### config.mk
export PLATFORM = sky130hd
export DESIGN_NAME = inst_loader_flat
export DESIGN_NICKNAME = d
export VERILOG_FILES = /design/src/rtl/inst_loader_if.sv /design/src/rtl/inst_loader.sv /design/src/flat_wrapper.sv
export SDC_FILE = /design/constraint.sdc
export NUM_CORES = 1
export LEC_CHECK = 0
export ABC_AREA = 0
export ABC_CLOCK_PERIOD_IN_PS = 2450
export CAP_MARGIN = 25
export CORE_AREA = 5 5 112 114
export CTS_CLUSTER_DIAMETER = 60
export DETAILED_ROUTE_END_ITERATION = 6
export DIE_AREA = 0 0 117 119
export PLACE_DENSITY_LB_ADDON = 0.2
export REMOVE_ABC_BUFFERS = 1
export SYNTH_ARGS = -nofsm -noshare
export SYNTH_HDL_FRONTEND = slang
export SYNTH_SLANG_ARGS = --single-unit
export TNS_END_PERCENT = 30
### constraint.sdc
create_clock -name clk -period 2.45 [get_ports clk]
set_input_delay 0.245 -clock clk [delete_from_list [all_inputs] [get_ports clk]]
set_output_delay 0.245 -clock clk [all_outputs]
set_load 0.02 [all_outputs]
### src/rtl/inst_loader_if.sv
// Byte-stream and instruction-RAM write bus of the boot loader.
// The loader uses the slave modport; the host/link side uses master.
interface inst_loader_if #(
    parameter int unsigned ADDR_W = 32
);
    logic              start;
    logic              in_valid;
    logic [7:0]        in_data;
    logic              in_ready;
    logic              mem_we;
    logic [ADDR_W-1:0] mem_addr;
    logic [31:0]       mem_wdata;
    logic              busy;
    logic              done;
    logic              err;
    logic              cpu_hold;

    modport master (
        output start, in_valid, in_data,
        input  in_ready, mem_we, mem_addr, mem_wdata, busy, done, err, cpu_hold
    );

    modport slave (
        input  start, in_valid, in_data,
        output in_ready, mem_we, mem_addr, mem_wdata, busy, done, err, cpu_hold
    );
endinterface

### src/rtl/inst_loader.sv
// Boot loader: assembles a little-endian word stream into instruction RAM writes.
// Define INST_LOADER_CKSUM_EN to require a trailing 32-bit checksum of all words.
module inst_loader #(
    parameter int unsigned SIZE   = 1024,
    parameter int unsigned ADDR_W = 32
) (
    input  logic         clk,
    input  logic         rst,
    inst_loader_if.slave bus
);

    localparam int unsigned IDX_W  = $clog2(SIZE + 1);
    localparam logic [31:0] SIZE_W = 32'(SIZE);

    typedef enum logic [2:0] {
        S_IDLE  = 3'd0,
        S_LEN   = 3'd1,
        S_DATA  = 3'd2,
        S_WRITE = 3'd3,
        S_DONE  = 3'd4,
        S_ERR   = 3'd5
`ifdef INST_LOADER_CKSUM_EN
        ,
        S_CKSUM = 3'd6
`endif
    } state_e;

    state_e            state_q,      state_d;
    logic [1:0]        byte_cnt_q,   byte_cnt_d;
    logic [31:0]       shift_q,      shift_d;
    logic [31:0]       words_left_q, words_left_d;
    logic [IDX_W-1:0]  idx_q,        idx_d;
    logic              in_ready_q,   in_ready_d;
    logic              mem_we_q,     mem_we_d;
    logic [ADDR_W-1:0] mem_addr_q,   mem_addr_d;
    logic [31:0]       mem_wdata_q,  mem_wdata_d;
    logic              busy_q,       busy_d;
    logic              done_q,       done_d;
    logic              err_q,        err_d;
`ifdef INST_LOADER_CKSUM_EN
    logic [31:0]       sum_q,        sum_d;
`endif

    logic        xfer;
    logic        last_byte;
    logic [31:0] full_word;

    assign xfer      = bus.in_valid & in_ready_q;
    assign last_byte = xfer && (byte_cnt_q == 2'd3);
    // Bytes arrive LSB first, so shifting in at the top leaves byte0 in [7:0].
    assign full_word = {bus.in_data, shift_q[31:8]};

    always_comb begin
        // NOTE: every _d starts from its _q (or a fixed value) so no branch leaves a latch.
        state_d      = state_q;
        byte_cnt_d   = byte_cnt_q;
        shift_d      = shift_q;
        words_left_d = words_left_q;
        idx_d        = idx_q;
        mem_we_d     = 1'b0;
        mem_addr_d   = mem_addr_q;
        mem_wdata_d  = mem_wdata_q;
        done_d       = done_q;
        err_d        = err_q;
`ifdef INST_LOADER_CKSUM_EN
        sum_d        = sum_q;
`endif

        if (xfer) begin
            shift_d    = full_word;
            byte_cnt_d = byte_cnt_q + 2'd1;
        end

        unique case (state_q)
            S_IDLE, S_DONE, S_ERR: begin
                if (bus.start) begin
                    state_d    = S_LEN;
                    done_d     = 1'b0;
                    err_d      = 1'b0;
                    idx_d      = '0;
                    byte_cnt_d = '0;
`ifdef INST_LOADER_CKSUM_EN
                    sum_d      = '0;
`endif
                end
            end
            S_LEN: begin
                if (last_byte) begin
                    if (full_word == '0) begin
`ifdef INST_LOADER_CKSUM_EN
                        state_d = S_CKSUM;
`else
                        state_d = S_DONE;
                        done_d  = 1'b1;
`endif
                    end else if (full_word > SIZE_W) begin
                        state_d = S_ERR;
                        err_d   = 1'b1;
                    end else begin
                        state_d      = S_DATA;
                        words_left_d = full_word;
                    end
                end
            end
            S_DATA: begin
                if (last_byte) begin
                    state_d      = S_WRITE;
                    mem_we_d     = 1'b1;
                    mem_addr_d   = ADDR_W'(idx_q) << 2;
                    mem_wdata_d  = full_word;
                    idx_d        = idx_q + IDX_W'(1);
                    words_left_d = words_left_q - 32'd1;
`ifdef INST_LOADER_CKSUM_EN
                    sum_d        = sum_q + full_word;
`endif
                end
            end
            S_WRITE: begin
                if (words_left_q != '0) begin
                    state_d = S_DATA;
                end else begin
`ifdef INST_LOADER_CKSUM_EN
                    state_d = S_CKSUM;
`else
                    state_d = S_DONE;
                    done_d  = 1'b1;
`endif
                end
            end
`ifdef INST_LOADER_CKSUM_EN
            S_CKSUM: begin
                if (last_byte) begin
                    if (full_word == sum_q) begin
                        state_d = S_DONE;
                        done_d  = 1'b1;
                    end else begin
                        state_d = S_ERR;
                        err_d   = 1'b1;
                    end
                end
            end
`endif
            default: state_d = S_IDLE;
        endcase

        // Handshake flags are registered from the next state so they line up with it.
        in_ready_d = (state_d == S_LEN) || (state_d == S_DATA);
`ifdef INST_LOADER_CKSUM_EN
        if (state_d == S_CKSUM) in_ready_d = 1'b1;
`endif
        busy_d = in_ready_d || (state_d == S_WRITE);
    end

    // NOTE: reset is sampled on the clock edge and clears every flop, including the data registers.
    always_ff @(posedge clk) begin
        if (!rst) begin
            state_q      <= S_IDLE;
            byte_cnt_q   <= '0;
            shift_q      <= '0;
            words_left_q <= '0;
            idx_q        <= '0;
            in_ready_q   <= 1'b0;
            mem_we_q     <= 1'b0;
            mem_addr_q   <= '0;
            mem_wdata_q  <= '0;
            busy_q       <= 1'b0;
            done_q       <= 1'b0;
            err_q        <= 1'b0;
`ifdef INST_LOADER_CKSUM_EN
            sum_q        <= '0;
`endif
        end else begin
            // NOTE: non-blocking assignments keep every flop sampling pre-edge values.
            state_q      <= state_d;
            byte_cnt_q   <= byte_cnt_d;
            shift_q      <= shift_d;
            words_left_q <= words_left_d;
            idx_q        <= idx_d;
            in_ready_q   <= in_ready_d;
            mem_we_q     <= mem_we_d;
            mem_addr_q   <= mem_addr_d;
            mem_wdata_q  <= mem_wdata_d;
            busy_q       <= busy_d;
            done_q       <= done_d;
            err_q        <= err_d;
`ifdef INST_LOADER_CKSUM_EN
            sum_q        <= sum_d;
`endif
        end
    end

    assign bus.in_ready  = in_ready_q;
    assign bus.mem_we    = mem_we_q;
    assign bus.mem_addr  = mem_addr_q;
    assign bus.mem_wdata = mem_wdata_q;
    assign bus.busy      = busy_q;
    assign bus.done      = done_q;
    assign bus.err       = err_q;
    assign bus.cpu_hold  = busy_q;

endmodule

### src/flat_wrapper.sv
// flat-port wrapper written by rule: the top's interface ports become plain ports
module inst_loader_flat 
#(
    parameter int unsigned SIZE   = 1024,
    parameter int unsigned ADDR_W = 32
)
  (clk, rst, bus_start, bus_in_valid, bus_in_data, bus_in_ready, bus_mem_we, bus_mem_addr, bus_mem_wdata, bus_busy, bus_done, bus_err, bus_cpu_hold);
  inst_loader_if #(.ADDR_W(ADDR_W)) bus_i ();
  input  logic clk;
  input  logic rst;
  input wire logic [$bits(bus_i.start)-1:0] bus_start;
  input wire logic [$bits(bus_i.in_valid)-1:0] bus_in_valid;
  input wire logic [$bits(bus_i.in_data)-1:0] bus_in_data;
  output wire logic [$bits(bus_i.in_ready)-1:0] bus_in_ready;
  output wire logic [$bits(bus_i.mem_we)-1:0] bus_mem_we;
  output wire logic [$bits(bus_i.mem_addr)-1:0] bus_mem_addr;
  output wire logic [$bits(bus_i.mem_wdata)-1:0] bus_mem_wdata;
  output wire logic [$bits(bus_i.busy)-1:0] bus_busy;
  output wire logic [$bits(bus_i.done)-1:0] bus_done;
  output wire logic [$bits(bus_i.err)-1:0] bus_err;
  output wire logic [$bits(bus_i.cpu_hold)-1:0] bus_cpu_hold;
  assign bus_i.start = bus_start;
  assign bus_i.in_valid = bus_in_valid;
  assign bus_i.in_data = bus_in_data;
  assign bus_in_ready = bus_i.in_ready;
  assign bus_mem_we = bus_i.mem_we;
  assign bus_mem_addr = bus_i.mem_addr;
  assign bus_mem_wdata = bus_i.mem_wdata;
  assign bus_busy = bus_i.busy;
  assign bus_done = bus_i.done;
  assign bus_err = bus_i.err;
  assign bus_cpu_hold = bus_i.cpu_hold;
  inst_loader #(.SIZE(SIZE), .ADDR_W(ADDR_W)) u_core (.clk(clk), .rst(rst), .bus(bus_i));
endmodule
; ---- Yosys cells after proc, flatten, opt, wreduce, memory -nomap -nowiden
; Index checks and enable logic that the tools add are counted.
[classes]
n_eq_ne = 17
mux = 28
reduce_logical = 17
magnitude_cmp = 1
n_bitwise = 1
add_sub_neg = 3
[op_table]
columns = operator, count
row1 = $mux 32, 4
row2 = $pmux 32 s2, 1
row3 = $gt 32x11->1 const B, 1
row4 = $logic_not 32->1, 1
row5 = $reduce_bool 32->1, 1
row6 = $sub 32x1->32 const B, 1
row7 = $mux 11, 2
row8 = $pmux 11 s2, 1
row9 = $mux 3, 6
row10 = $reduce_and 5->1, 3
row11 = $eq 3x2->1 const B, 4
row12 = $pmux 3 s4, 1
row13 = $add 11x1->11 const B, 1
row14 = $mux 1, 8
row15 = $ne 2x1->1 const B, 4
row16 = $ne 2x2->1 const B, 4
row17 = $eq 3x1->1 const B, 2
row18 = $eq 3x3->1 const B, 2
row19 = $mux 2, 3
row20 = $reduce_bool 2->1, 3
row21 = $reduce_and 2->1, 2
row22 = $logic_not 3->1, 1
row23 = $pmux 1 s3, 1
row24 = $reduce_and 3->1, 1
row25 = 8 further kinds, 9
[word_totals]
reg_bits = 128
in_bits = 12
output_inout_bits = 70
word_cells = 79

; ---- Logic depth before layout (Yosys ltp)
; Gate-level depths: netlist (run 1).
[logic_depth]
ltp_word = 8
ltp_mapped = 9
ltp_nobuf = 8

; ---- Worst setup path after synthesis (run 1)
; OpenSTA, ideal clock, no wires.
[synth_path]
path_type = reg2reg
from = register u_core.words_left_q[0]
to = register u_core.words_left_q[30]
arrival_ns = 2.362
path_buffers = 1
slack_ns = -0.043
t_required_ns = 2.318
stages_incl_launch_ff = 10
setup_ns = 0.132
synth_period_minus_slack_ns = 2.493
cell_sequence = dfxtp_1 > inv_1 > ha_1 > or4b_1 > clkbuf_1 > nor4_1 > nand2_1 > nor4_1 > o211a_1 > nor3_1
[synth_via]
elab_chain_len = 3
[synth_lines]
columns = item, line
row1 = start: declaration, inst_loader.sv:31  ; logic [31:0] words_left_q, words_left_d;
row2 = start signal: assignment, inst_loader.sv:177  ; words_left_q <= words_left_d;
row3 = $sub 32x1->32, inst_loader.sv:112  ; words_left_d = words_left_q - 32'd1;
row4 = $mux 32, inst_loader.sv:106  ; if (last_byte) begin
row5 = $pmux 32 s2, inst_loader.sv:74  ; unique case (state_q)
; No other way between the ends. The select of a mux whose other input is x is not followed.
; A chain may end at the register's enable or synchronous reset.

; ---- Worst setup path in the final report (run 1)
[layout_path]
from = register u_core.words_left_q[5]
to = register u_core.words_left_q[31]
; Same word-level chain as after synthesis.

==> flow_metrics.tcl, run 1 <==
set metrics [dict create \
    total_power_uw 4730 \
    rsz0062_at_grt "false" \
    cts-buffers-inserted 17 \
    place.port_buffers 60 \
    io_pins 82 \
    synth_warnings 0 \
    first_iter_violations 322 \
    ir_drop_v 0.000538 \
    clkLatencyLatePin_ns 0.42 \
    via_per_inst 5.61 \
    initial_core_util_pct 48.0 \
    critPathArrivalTime_ns 2.71 \
    drive_gt1_share_pct 12.4 \
    yosysTopAreaCell "dfxtp_1" \
    antenna_found_initial 0 \
    area_delta_synth_final_pct 28.3 \
    synth_area_leaders "dfxtp_1 44%, nand2_1 12%, a21oi_1 8.7%" \
    drcViolationCount 0 \
    ctsLongestPathBuffers 2 \
    fin_crit_ns 2.35 \
    syn_inst 699 \
    root_buffer "clkbuf_16" \
    yosysTopAreaCellShare_pct 44.2 \
    crit_fanout 3 \
    synth.area.mux_share_pct 1.47 \
    maxSlewHeadroom_pct 64.0 \
    path_clk_slew_ns 0.05 \
    wl_per_cell_um 16.0 \
    cts_sinks 120 \
    syn_area_mm2 0.00543 \
    skew_ns 0.00747 \
    post_cts_buffers 0 \
    synth_edf_count 0 \
    setup_viol 0 \
    grt_max_degree 38 \
    startpoint_type "flop" \
    grt_pass1_wl_um 24600 \
    holdBufCountCts 0 \
    crit_required_ns 2.81 \
    htree_num_levels 4 \
    grt_pass1_vias 4820 \
    yosys.area_share.adder_pct 0.691 \
    synthXorXnorAreaFrac_pct 1.13 \
    drt_pass1_iterations 5 \
    final_area_mm2 0.00697 \
    maxCapViolCount 0 \
    rows 39 \
    grtUsageTotal_pct 22.3 \
    ys_seq_area_share_pct 44.2 \
    place.gp.congestion 0.900 \
    num_vias 5247 \
    synth-compound-area-share_pct 18.6 \
    power.leakage_uw 0.00254 \
    hold_class "input port to flop" \
    fmax_ghz 0.425 \
    ys.flop_type "dfxtp_1" \
    async_flop_share_pct 0 \
    crit_type "flop to flop" \
    fp.coreArea_mm2 0.0113 \
    cts_tree "done" \
    drtAntennaViolNets 0 \
    dieArea_mm2 0.0139 \
    wl_um 15000 \
    synth_top_family_by_area "simple AND/OR/NAND/NOR gates" \
    postSynthAreaPerCell_um2 7.77 \
    n_antenna_cell 0 \
    synth.distinct_cells 57 \
    status "complete, no violations" \
    finalNetCount 796 \
    ys_ff_latch 120 \
    period_share_pct 96.1 \
    final_common_cell "nand2_1" \
    power.density_mw_per_mm2 678 \
    postPlaceCellArea_mm2 0.00634 \
    hold_violations 0 \
    die_w_um 117 \
    hpwl_um 10500 \
    grt_remaining_overflow 0 \
    tightestPinTransition_ns 0.536 \
    drv_slew 0 \
    fp.dieH_um 119 \
    worst_setup_path_end_kind "flop" \
    mostFrequentLayoutCells "175 x nand2_1, 120 x dfxtp_1, 94 x a21oi_1, 60 x clkdlybuf4s50_1, 51 x buf_4" \
    yosys.area_share.simple_pct 26.6 \
]
[layout make-up]
| class | count | area [um^2] |
|---|---|---|
| fill | 1019 | 4350 |
| timing repair buffer | 112 | 1000 |
| inverter | 8 | 30.0 |
| clock buffer | 20 | 467 |
| multi-input combinational | 522 | 2740 |
| clock inverter | 11 | 146 |
| sequential | 120 | 2400 |
| tap | 143 | 179 |
[critical path, stage by stage, from the launching register on]
cell and delay (ns):
dfxtp_1 0.31, or4_4 0.54, or4_4 0.54, and3b_2 0.29, nand2_4 0.06, or4_1 0.40, a21oi_1 0.14
[kinds of logic after synthesis]
kind of cell,count (synthesis)
and+or+nand+nor,312
AOI/OAI and AO/OA,171
DFF,120
buffers and inverters,77
muxes,8
xor gates and xnor gates,7
adders and majority gates,3
other,1
[power by group]
part | total [uW] | leakage [uW] | switching, uW | internal, uW
registers | 1980 | 0.000968 | 14.5 | 1960
clock network | 2570 | 0.000298 | 895 | 1670
logic | 180 | 0.00128 | 122 | 57.8
[final timing paths]
| kind | start | end | slack [ns] | cells past startpoint |
|---|---|---|---|---|
| hold / removal | bus_in_data[2] | u_core.bus.mem_wdata[26] | 0.44 | 3 |
| setup / recovery | u_core.words_left_q[5] | u_core.words_left_q[31] | 0.1 | 6 |
| hold reg to reg | u_core.bus.mem_addr[7] | u_core.bus.mem_addr[7] | 0.45 | 2 |
| setup reg to reg | u_core.words_left_q[5] | u_core.words_left_q[31] | 0.1 | 6 |
[layer usage]
metal  global-route usage (%)  share of wire (%)
met1                     30.6                 45
met2                     32.8                 45
met3                     6.59                7.9
met4                     8.46                2.2
met5                        0                  0
[stage by stage]
step / TNS (ns) / utilization (%) / hold slack (ns) / instances / setup WS (ns)
final: 0 / 61.6 / 0.437 / 936 / 0.0953
after global placement: -0.00189 / 56.0 / 0.442 / 905 / -0.00189
after global routing: 0 / 61.6 / 0.454 / 936 / 0.00116
after CTS: 0 / 61.4 / 0.418 / 936 / 0.0898
after detailed placement: -0.0599 / 56.0 / 0.448 / 905 / -0.0418
after floorplan: -84.09 / - / 0.367 / 650 / -1.55
[state kept, by name (all words and copies together), names as in the netlist, 2 cells and up]
register and cells:
u_core.bus.mem_addr 11, u_core.byte_cnt_q 2, u_core.shift_q 24, u_core.bus.mem_wdata 32
u_core.words_left_q 32, u_core.idx_q 11, u_core.state_q 3
[synth_stat cells (all sizes together), types with 4 or more instances]
master	n
a211oi	4
a21oi	94
a31oi	7
and2	6
buf	31
clkbuf	38
dfxtp	120
inv	7
mux2i	8
nand2	176
nand3	11
nand4	13
nor2	32
nor3	17
nor4	18
o211ai	5
o21ai	25
o311ai	7
o31ai	8
or3	12
or4	6
xnor2	5
[what timing repair did]
| item | in CTS | in global routing |
|---|---|---|
| resized for setup | 0 | 4 |
| endpoints found under the hold margin | 0 | 0 |
| endpoints found under the setup margin | 0 | 14 |
No activity file was read; power rests on OpenSTA's default activity.
==> run 2: changes to the inputs <==
--- a/constraint.sdc
+++ b/constraint.sdc
@@ -3,2 +3,2 @@
 set_output_delay 0.245 -clock clk [all_outputs]
-set_load 0.02 [all_outputs]
+set_load 0.05 [all_outputs]
==> results of run 2 <==
The final DEF is identical to that of run 1. Status: complete, no violations.
Among the figures that moved: total power 4730 uW -> 4780 uW
==> run 3: changes to the inputs <==
- CORE_AREA: 5 5 112 114 -> 2 2 109 111
- DIE_AREA: 0 0 117 119 -> 0 0 111 113
==> flow_metrics.tcl, run 3 (synthesis gave the netlist of run 1 again) <==
set metrics [dict create \
    status "complete, no violations" \
    startpoint_type "flop" \
    num_vias 5243 \
    grtUsageTotal_pct 24.2 \
    grt_pass1_vias 5031 \
    die_w_um 111 \
    drt_pass1_iterations 5 \
    drcViolationCount 0 \
    ctsLongestPathBuffers 2 \
    min-delay-start "bus_in_data[1]" \
    post_cts_buffers 0 \
    drv_slew 0 \
    power.leakage_uw 0.00249 \
    hold_violations 0 \
    worstHoldEndpoint "u_core.bus.mem_wdata[25]" \
    hpwl_um 9920 \
    area_delta_synth_final_pct 27.0 \
    io_pins 82 \
    place.port_buffers 60 \
    r2r_cells 6 \
    cts_tree "done" \
    r2r-end "u_core.words_left_q[31]" \
    critPathArrivalTime_ns 2.65 \
    drive_gt1_share_pct 11.2 \
    rows 39 \
    root_buffer "clkbuf_16" \
    final_area_mm2 0.00690 \
    htree_num_levels 4 \
    holdWs_ns 0.443 \
    r2r_start "u_core.words_left_q[12]" \
    setup_viol 0 \
    crit_fanout 6 \
    worstHoldPathCells 3 \
    fp.dieH_um 113 \
    wl_per_cell_um 15.8 \
    dieArea_mm2 0.0125 \
    fin_crit_ns 2.30 \
    power.density_mw_per_mm2 688 \
    grt_max_degree 61 \
    fmax_ghz 0.435 \
    fp.coreArea_mm2 0.0113 \
    initial_core_util_pct 48.2 \
    period_share_pct 93.9 \
    grt_pass1_wl_um 24300 \
    path_clk_slew_ns 0.05 \
    drtAntennaViolNets 0 \
    via_per_inst 5.65 \
    maxSlewHeadroom_pct 41.2 \
    wl_um 14600 \
    skew_ns 0.00613 \
    ff2ff_setup_slack_ns 0.15 \
    finalNetCount 787 \
    crit_type "flop to flop" \
    hold_class "input port to flop" \
    maxCapViolCount 0 \
    n_antenna_cell 0 \
    rsz0062_at_grt "false" \
    antenna_found_initial 0 \
    postPlaceCellArea_mm2 0.00628 \
    mostFrequentLayoutCells "175 x nand2_1, 120 x dfxtp_1, 94 x a21oi_1, 60 x clkdlybuf4s50_1, 41 x buf_4" \
    worst_setup_path_end_kind "flop" \
    setup-tns-final_ns 0 \
    first_iter_violations 332 \
    cts_sinks 120 \
    place.gp.congestion 0.873 \
    grt_remaining_overflow 0 \
    crit_required_ns 2.80 \
    clkLatencyLatePin_ns 0.42 \
    cts-buffers-inserted 17 \
    final_common_cell "nand2_1" \
    tightestPinTransition_ns 0.880 \
    ir_drop_v 0.000513 \
]
run 3: cell types whose count changed in the layout (fill, tap and decap cells not counted):
cell and change:
nor4b_2 +1, clkbuf_1 +1, nor4_1 +2, buf_4 -10, nor4_2 -2, clkinv_2 +1, clkinv_4 -2, clkinvlp_4 +2
buf_12 +1, clkbuf_8 -1, nor4b_1 -1
run 3: area by class of cell:
cell class | instances | area, um^2
fill | 1003 | 4370
multi-input combinational | 522 | 2740
clock inverter | 12 | 149
sequential | 120 | 2400
inverter | 8 | 30.0
clock buffer | 20 | 457
timing repair buffer | 103 | 948
tap | 143 | 179
run 3: worst max-delay path by stage:
stage,startpoint,to,slack [ns],cells after the start
3_5_place_dp,bus_in_data[3],u_core.words_left_q[15],0.06,9
6_report,u_core.words_left_q[12],u_core.words_left_q[31],0.15,6
4_1_cts,u_core.words_left_q[5],u_core.words_left_q[31],0.05,6
5_1_grt,u_core.shift_q[17],u_core.words_left_q[23],0.02,8
3_3_place_gp,u_core.words_left_q[5],u_core.words_left_q[31],0.11,6
2_1_floorplan,u_core.bus.in_ready,u_core.words_left_q[3],-1.60,5
run 3: what timing repair did:
action | in CTS | in global routing
resized for setup | 0 | 3
endpoints found under the setup margin | 0 | 4
hold buffers | 0 | 0
hold endpoints to repair | 0 | 0
run 3: critical path: stages (launching register included):
cell,delay (ns)
dfxtp_1,0.35
or3_1,0.41
or4_4,0.57
and3b_2,0.30
nand2_4,0.06
or4_1,0.40
a21oi_1,0.15
run 3: metal layers:
layer	routed length [um]	track usage (%)
met1	6530	30.3
met5	0	0
met2	6830	38.7
met4	346	10.6
met3	921	7.34
run 3: per-stage QoR:
stage	setup WS [ns]	utilization (%)	instances	power [uW]
CTS	0.0477	61.1	928	4780
finish	0.150	61.2	928	4750
detailed placement	0.0624	55.7	896	2250
global route	0.0242	61.2	928	4900
floorplan	-1.60	-	650	2160
global placement	0.110	55.7	896	2240
run 3: report_power, final:
group	internal, uW	switching, uW
clock network	1640	899
registers	1960	14.6
logic	55.9	172
